==> src/rtl/sys_ctrl_if.sv <==
// sys_ctrl_if: UART RX, register file, ALU and TX FIFO signals seen by the sequencer
interface sys_ctrl_if #(parameter int DATA_WIDTH = 8, parameter int ADDR_WIDTH = 4);
  logic [DATA_WIDTH-1:0]   RX_P_DATA;
  logic                    RX_D_VLD;
  logic [DATA_WIDTH-1:0]   RF_RdData;
  logic                    RF_RdData_Valid;
  logic [2*DATA_WIDTH-1:0] ALU_OUT;
  logic                    ALU_OUT_Valid;
  logic                    FIFO_FULL;
  logic [ADDR_WIDTH-1:0]   RF_Address;
  logic                    RF_WrEn;
  logic                    RF_RdEn;
  logic [DATA_WIDTH-1:0]   RF_WrData;
  logic                    ALU_EN;
  logic [3:0]              ALU_FUN;
  logic                    CLK_GATE_EN;
  logic [DATA_WIDTH-1:0]   TX_P_DATA;
  logic                    TX_D_VLD;
  modport master (
    input  RX_P_DATA, RX_D_VLD, RF_RdData, RF_RdData_Valid, ALU_OUT, ALU_OUT_Valid, FIFO_FULL,
    output RF_Address, RF_WrEn, RF_RdEn, RF_WrData, ALU_EN, ALU_FUN, CLK_GATE_EN, TX_P_DATA, TX_D_VLD
  );
  modport slave (
    output RX_P_DATA, RX_D_VLD, RF_RdData, RF_RdData_Valid, ALU_OUT, ALU_OUT_Valid, FIFO_FULL,
    input  RF_Address, RF_WrEn, RF_RdEn, RF_WrData, ALU_EN, ALU_FUN, CLK_GATE_EN, TX_P_DATA, TX_D_VLD
  );
endinterface

==> src/rtl/sys_ctrl.sv <==
// sys_ctrl: decodes UART command frames into register-file, ALU and TX FIFO transactions
module sys_ctrl #(
  parameter int DATA_WIDTH = 8,
  parameter int ADDR_WIDTH = 4
) (
  input logic       CLK,
  input logic       RST,
  sys_ctrl_if.master bus
);
  typedef enum logic [3:0] {
    IDLE, WR_ADDR, WR_DATA, RD_ADDR, RD_WAIT, OP_A, OP_B,
    ALU_FUN_S, ALU_WAIT, TX_RD, TX_LO, TX_HI
  } state_t;
  state_t                  state;
  logic [ADDR_WIDTH-1:0]   addr_q;
  logic [DATA_WIDTH-1:0]   rd_q;
  logic [2*DATA_WIDTH-1:0] alu_q;
  logic [DATA_WIDTH-1:0]   rx;
  logic                    vld;
  assign rx  = bus.RX_P_DATA;
  assign vld = bus.RX_D_VLD;
  // frame sequencer; every output is a register and strobes default low each cycle
  always_ff @(posedge CLK or negedge RST) begin
    if (!RST) begin
      state           <= IDLE;
      addr_q          <= '0;
      rd_q            <= '0;
      alu_q           <= '0;
      bus.RF_Address  <= '0;
      bus.RF_WrEn     <= 1'b0;
      bus.RF_RdEn     <= 1'b0;
      bus.RF_WrData   <= '0;
      bus.ALU_EN      <= 1'b0;
      bus.ALU_FUN     <= '0;
      bus.CLK_GATE_EN <= 1'b0;
      bus.TX_P_DATA   <= '0;
      bus.TX_D_VLD    <= 1'b0;
    end else begin
      bus.RF_WrEn  <= 1'b0;
      bus.RF_RdEn  <= 1'b0;
      bus.ALU_EN   <= 1'b0;
      bus.TX_D_VLD <= 1'b0;
      case (state)
        IDLE: if (vld) begin
          case (rx)
            DATA_WIDTH'(8'hAA): state <= WR_ADDR;
            DATA_WIDTH'(8'hBB): state <= RD_ADDR;
            DATA_WIDTH'(8'hCC): state <= OP_A;
            DATA_WIDTH'(8'hDD): state <= ALU_FUN_S;
            default:            state <= IDLE;
          endcase
        end
        WR_ADDR: if (vld) begin
          addr_q <= rx[ADDR_WIDTH-1:0];
          state  <= WR_DATA;
        end
        WR_DATA: if (vld) begin
          bus.RF_WrEn    <= 1'b1;
          bus.RF_Address <= addr_q;
          bus.RF_WrData  <= rx;
          state          <= IDLE;
        end
        RD_ADDR: if (vld) begin
          bus.RF_RdEn    <= 1'b1;
          bus.RF_Address <= rx[ADDR_WIDTH-1:0];
          state          <= RD_WAIT;
        end
        RD_WAIT: if (bus.RF_RdData_Valid) begin
          rd_q  <= bus.RF_RdData;
          state <= TX_RD;
        end
        TX_RD: if (!bus.FIFO_FULL) begin
          bus.TX_D_VLD  <= 1'b1;
          bus.TX_P_DATA <= rd_q;
          state         <= IDLE;
        end
        OP_A: if (vld) begin
          bus.RF_WrEn    <= 1'b1;
          bus.RF_Address <= '0;
          bus.RF_WrData  <= rx;
          state          <= OP_B;
        end
        OP_B: if (vld) begin
          bus.RF_WrEn    <= 1'b1;
          bus.RF_Address <= ADDR_WIDTH'(1);
          bus.RF_WrData  <= rx;
          state          <= ALU_FUN_S;
        end
        ALU_FUN_S: if (vld) begin
          bus.ALU_FUN     <= rx[3:0];
          bus.ALU_EN      <= 1'b1;
          bus.CLK_GATE_EN <= 1'b1;
          state           <= ALU_WAIT;
        end
        ALU_WAIT: if (bus.ALU_OUT_Valid) begin
          alu_q           <= bus.ALU_OUT;
          bus.CLK_GATE_EN <= 1'b0;
          state           <= TX_LO;
        end
        TX_LO: if (!bus.FIFO_FULL) begin
          bus.TX_D_VLD  <= 1'b1;
          bus.TX_P_DATA <= alu_q[DATA_WIDTH-1:0];
          state         <= TX_HI;
        end
        TX_HI: if (!bus.FIFO_FULL) begin
          bus.TX_D_VLD  <= 1'b1;
          bus.TX_P_DATA <= alu_q[2*DATA_WIDTH-1:DATA_WIDTH];
          state         <= IDLE;
        end
        default: state <= IDLE;
      endcase
    end
  end
endmodule

==> src/flat_wrapper.sv <==
// flat-port wrapper written by rule: the top's interface ports become plain ports
module sys_ctrl_flat 
#(
  parameter int DATA_WIDTH = 8,
  parameter int ADDR_WIDTH = 4
)
  (CLK, RST, bus_RX_P_DATA, bus_RX_D_VLD, bus_RF_RdData, bus_RF_RdData_Valid, bus_ALU_OUT, bus_ALU_OUT_Valid, bus_FIFO_FULL, bus_RF_Address, bus_RF_WrEn, bus_RF_RdEn, bus_RF_WrData, bus_ALU_EN, bus_ALU_FUN, bus_CLK_GATE_EN, bus_TX_P_DATA, bus_TX_D_VLD);
  sys_ctrl_if #(.DATA_WIDTH(DATA_WIDTH), .ADDR_WIDTH(ADDR_WIDTH)) bus_i ();
  input logic CLK;
  input logic RST;
  input wire logic [$bits(bus_i.RX_P_DATA)-1:0] bus_RX_P_DATA;
  input wire logic [$bits(bus_i.RX_D_VLD)-1:0] bus_RX_D_VLD;
  input wire logic [$bits(bus_i.RF_RdData)-1:0] bus_RF_RdData;
  input wire logic [$bits(bus_i.RF_RdData_Valid)-1:0] bus_RF_RdData_Valid;
  input wire logic [$bits(bus_i.ALU_OUT)-1:0] bus_ALU_OUT;
  input wire logic [$bits(bus_i.ALU_OUT_Valid)-1:0] bus_ALU_OUT_Valid;
  input wire logic [$bits(bus_i.FIFO_FULL)-1:0] bus_FIFO_FULL;
  output wire logic [$bits(bus_i.RF_Address)-1:0] bus_RF_Address;
  output wire logic [$bits(bus_i.RF_WrEn)-1:0] bus_RF_WrEn;
  output wire logic [$bits(bus_i.RF_RdEn)-1:0] bus_RF_RdEn;
  output wire logic [$bits(bus_i.RF_WrData)-1:0] bus_RF_WrData;
  output wire logic [$bits(bus_i.ALU_EN)-1:0] bus_ALU_EN;
  output wire logic [$bits(bus_i.ALU_FUN)-1:0] bus_ALU_FUN;
  output wire logic [$bits(bus_i.CLK_GATE_EN)-1:0] bus_CLK_GATE_EN;
  output wire logic [$bits(bus_i.TX_P_DATA)-1:0] bus_TX_P_DATA;
  output wire logic [$bits(bus_i.TX_D_VLD)-1:0] bus_TX_D_VLD;
  assign bus_i.RX_P_DATA = bus_RX_P_DATA;
  assign bus_i.RX_D_VLD = bus_RX_D_VLD;
  assign bus_i.RF_RdData = bus_RF_RdData;
  assign bus_i.RF_RdData_Valid = bus_RF_RdData_Valid;
  assign bus_i.ALU_OUT = bus_ALU_OUT;
  assign bus_i.ALU_OUT_Valid = bus_ALU_OUT_Valid;
  assign bus_i.FIFO_FULL = bus_FIFO_FULL;
  assign bus_RF_Address = bus_i.RF_Address;
  assign bus_RF_WrEn = bus_i.RF_WrEn;
  assign bus_RF_RdEn = bus_i.RF_RdEn;
  assign bus_RF_WrData = bus_i.RF_WrData;
  assign bus_ALU_EN = bus_i.ALU_EN;
  assign bus_ALU_FUN = bus_i.ALU_FUN;
  assign bus_CLK_GATE_EN = bus_i.CLK_GATE_EN;
  assign bus_TX_P_DATA = bus_i.TX_P_DATA;
  assign bus_TX_D_VLD = bus_i.TX_D_VLD;
  sys_ctrl #(.DATA_WIDTH(DATA_WIDTH), .ADDR_WIDTH(ADDR_WIDTH)) u_core (.CLK(CLK), .RST(RST), .bus(bus_i));
endmodule
==> config.mk <==
export PLATFORM = sky130hd
export DESIGN_NAME = sys_ctrl_flat
export DESIGN_NICKNAME = d
export VERILOG_FILES = /design/src/rtl/sys_ctrl_if.sv /design/src/rtl/sys_ctrl.sv /design/src/flat_wrapper.sv
export SDC_FILE = /design/constraint.sdc
export NUM_CORES = 1
export LEC_CHECK = 0
export ABC_AREA = 1
export CAP_MARGIN = 10
export CORE_MARGIN = 2
export CORE_UTILIZATION = 45
export DETAILED_ROUTE_END_ITERATION = 8
export PLACE_DENSITY = 0.76
export SYNTH_ARGS = -nofsm -noshare
export SYNTH_HDL_FRONTEND = slang
export SYNTH_SLANG_ARGS = --single-unit
==> constraint.sdc <==
create_clock -name CLK -period 1.5 [get_ports CLK]
set_clock_uncertainty 0.1 [all_clocks]
set_input_delay 0.225 -clock CLK [delete_from_list [all_inputs] [get_ports CLK]]
set_output_delay 0.225 -clock CLK [all_outputs]
set_load 0.1 [all_outputs]
==> results of run 1 <==
-- cells by family after synthesis --
kind of cell / after synthesis / share of synthesized area [%]
buffers and inverters: 31 / 4.68
AND/OR/NAND/NOR: 209 / 32.4
multiplexers: 8 / 3.21
AO/OA/AOI/OAI: 25 / 5.31
flip-flops: 61 / 54.4
-- cells in the mapped netlist, types with 2 or more instances --
master | n | area share, %
buf_2 | 3 | 0.54
clkbuf_1 | 2 | 0.27
dfrtp_1 | 61 | 54
inv_1 | 13 | 1.7
inv_2 | 10 | 1.3
mux2_1 | 8 | 3.2
nand2_1 | 147 | 20
nand2_2 | 3 | 0.67
nand3_1 | 25 | 4.5
nand4_1 | 8 | 1.8
nor2_1 | 12 | 1.6
nor2_2 | 8 | 1.8
nor2_4 | 2 | 0.80
o21a_1 | 8 | 2.1
o21ai_0 | 2 | 0.36
o21ai_1 | 14 | 2.5
-- flip-flops by register name (all words and copies together), names as in the netlist, 4 cells and up --
signal / count
u_core.state: 4
u_core.bus.ALU_FUN: 4
u_core.alu_q: 16
u_core.bus.RF_WrData: 8
u_core.bus.RF_Address: 4
u_core.bus.TX_P_DATA: 8
u_core.addr_q: 4
u_core.rd_q: 8
-- stage by stage --
stage | hold slack (ps) | instance area (sq um)
finish | 335 | 4580
global route | 344 | 4580
CTS | 333 | 4380
detailed placement | 146 | 4060
global placement | 135 | 4060
floorplan | -171 | 2810
-- what timing repair did --
action	in CTS	in global routing
hold buffers	1	0
endpoints found under the hold margin	61	0
endpoints found under the setup margin	34	57
buffers inserted	6	7
cloned	2	0
resized for setup	22	46
pin swaps	7	15
-- layer usage --
metal	global-route usage, %	up-vias
li1	-	1301
met1	30.1	1348
met2	37.5	114
met3	4.87	18
met4	10.1	0
met5	0	-
-- placed cells by master (no fill, tap or decap), types with 2 or more instances in the layout --
cell	instances
nand2_1	130
dfrtp_1	57
buf_4	39
clkdlybuf4s50_1	36
buf_12	31
nand3_1	22
nand2_2	14
o21ai_1	14
inv_1	12
clkbuf_8	10
nor2_4	9
inv_2	9
nor2_1	9
nand4_1	8
o21a_1	8
nand2_4	7
mux2_4	7
nor2_2	4
buf_6	4
dfrtp_2	4
nand3_2	3
clkinvlp_4	3
inv_4	2
clkinv_2	2
-- power by group --
group	switching [mW]	total, mW	internal (mW)
Sequential	0.598	2.89	2.29
Combinational	3.34	5.46	2.12
Clock	0.642	1.27	0.629
-- worst max-delay path, cell delays in order (launching register included) --
cell	delay, ps
dfrtp_2	450
buf_4	160
nor2_4	180
buf_4	140
buf_4	100
nand2_1	80
nand2_1	80
nor2_1	50
nand2_1	80
nand3_1	80
nand2_1	60
-- worst paths after layout --
path / endpoint / from / slack (ps) / cells past startpoint
min: u_core.alu_q[8]$_DFFE_PN0P_ / bus_ALU_OUT[8] / 340 / 3
min in group asynchronous: u_core.bus.RF_WrData[4]$_DFFE_PN0P_ / RST / 370 / 3
max reg2reg: u_core.state[1]$_DFFE_PN0P_ / u_core.state[3]$_DFFE_PN0P_ / -150 / 10
min reg2reg: u_core.alu_q[5]$_DFFE_PN0P_ / u_core.alu_q[5]$_DFFE_PN0P_ / 380 / 2
max in group asynchronous: u_core.state[1]$_DFFE_PN0P_ / RST / 500 / 3
max: u_core.state[1]$_DFFE_PN0P_ / u_core.state[3]$_DFFE_PN0P_ / -150 / 10
-- layout make-up --
type	instances	share of cell area [%]
flip-flops and latches	61	33.4
multi-input cells	243	29.4
repair buffers	112	29.1
clock buffers	11	3.09
inverters	24	2.24
well taps	75	2.05
clock inverters	4	0.546
repair inverters	1	0.164
==> out/metrics.json, run 1 <==
{
  "cp_data_required_time": {"value": 1670, "unit": "ps"},
  "num_vias": {"value": 2781},
  "port_buffers": {"value": 66},
  "period_minus_slack": {"value": 1650, "unit": "ps"},
  "synthToLayoutAreaGrowth": {"value": 63.3, "unit": "%"},
  "core-area": {"value": 5960, "unit": "sq um"},
  "timing_worst_setup_path_type": {"value": "flip-flop to flip-flop"},
  "synth.yosys.seq_area_share": {"value": 54.4, "unit": "%"},
  "final_cell_count_no_fill": {"value": 531},
  "synth-warning-count": {"value": 0},
  "ys_async_sr_fraction": {"value": 100, "unit": "%"},
  "num_antenna_cells": {"value": 0},
  "top_signal_layer_used": {"value": "met4"},
  "grt_first_pass_wirelength": {"value": 12700, "unit": "um"},
  "tritoncts": {"value": "built"},
  "power.total": {"value": 9.62, "unit": "mW"},
  "die_h": {"value": 83.0, "unit": "um"},
  "clkLatencyLatePin": {"value": 350, "unit": "ps"},
  "clock-sinks": {"value": 61},
  "setup.worst_path.start_class": {"value": "flip-flop"},
  "seq_area": {"value": 1530, "unit": "sq um"},
  "power.leakage": {"value": 2.28, "unit": "nW"},
  "max_freq": {"value": 0.608, "unit": "GHz"},
  "largest_net_degree_at_the_start_of_global_routing": {"value": 38},
  "syn_inst": {"value": 334},
  "filler_cell_count": {"value": 373},
  "max_slew_margin": {"value": 69.5, "unit": "%"},
  "routabilityCongestion": {"value": 0.872},
  "p_per_area": {"value": 2100, "unit": "nW/um^2"},
  "remaining_drc_errors": {"value": 0},
  "synth.net_count": {"value": 372},
  "worstMarginPinSlew": {"value": 458, "unit": "ps"},
  "final_util": {"value": 76.9, "unit": "%"},
  "wl_per_cell": {"value": 16.1, "unit": "um"},
  "clk_transition_reported_paths": {"value": 80, "unit": "ps"},
  "wl_met3": {"value": 476, "unit": "um"},
  "dieWidth": {"value": 83.0, "unit": "um"},
  "first_iter_violations": {"value": 201},
  "detailroute.wirelength.met2": {"value": 4390, "unit": "um"},
  "synthFlopType": {"value": "dfrtp_1"},
  "hold_path_class": {"value": "primary input to flip-flop"},
  "multi_input_comb_area": {"value": 1350, "unit": "sq um"},
  "grt_remaining_overflow": {"value": 0},
  "initial_antenna_violation_count": {"value": 0},
  "route.final.wire_length": {"value": 8550, "unit": "um"},
  "rows": {"value": 28},
  "end_kind": {"value": "flip-flop"},
  "final.setup.worst_slack": {"value": -146, "unit": "ps"},
  "post-place-ws": {"value": -127, "unit": "ps"},
  "track_usage": {"value": 23.2, "unit": "%"},
  "via_per_inst": {"value": 5.24},
  "synth.distinct_cells": {"value": 24},
  "timing_max_transition_violations_final": {"value": 0},
  "clk_root_buffer_cell": {"value": "clkbuf_8"},
  "grt_pass1_vias": {"value": 2689},
  "syn-mean-instance-area": {"value": 8.40, "unit": "sq um"},
  "synth-edff-count": {"value": 0},
  "floorplan.io_pins": {"value": 67},
  "postSynthRegisterBits": {"value": 61},
  "cap_violations": {"value": 0},
  "max-clock-path-buffers": {"value": 2},
  "wl_met1": {"value": 3470, "unit": "um"},
  "rsz0062_at_grt": {"value": "yes"},
  "failing_checks": {"value": "negative setup slack"},
  "final-setup-viol-count": {"value": 37},
  "timing.critical_path.fanout_max": {"value": 4},
  "final-hold-violation-count": {"value": 0},
  "hpwl": {"value": 5250, "unit": "um"},
  "cts_made_buffers": {"value": 9},
  "layout_worst_path_cycle_share": {"value": 110, "unit": "%"},
  "power.ir.vdd_worst": {"value": 1.60, "unit": "mV"},
  "drive_above_1_share": {"value": 34.2, "unit": "%"},
  "final_antenna_net_count": {"value": 0},
  "synth_area": {"value": 2810, "unit": "sq um"},
  "initial_utilization": {"value": 47.1, "unit": "%"},
  "htree_num_levels": {"value": 3},
  "fp.dieArea": {"value": 6880, "unit": "sq um"},
  "run_status": {"value": "complete, but fails checks"},
  "first_pass_iters": {"value": 5},
  "placed_cells_incl_taps": {"value": 500},
  "fin_nets": {"value": 490},
  "final.setup.tns": {"value": -1770, "unit": "ps"},
  "worst-endpoint-arrival": {"value": 1810, "unit": "ps"}
}
No activity file was read; power rests on OpenSTA's default activity.
==> run 2, diff against run 1 <==
ABC_CLOCK_PERIOD_IN_PS = 1500   (was not set)
==> results of run 2 <==
The final DEF is identical to that of run 1; final timing and power are the same.
==> run 3, diff against run 2 <==
CTS_CLUSTER_SIZE = 40   (was not set)
==> results of run 3 <==
The final DEF is identical to that of run 1; final timing and power are the same.
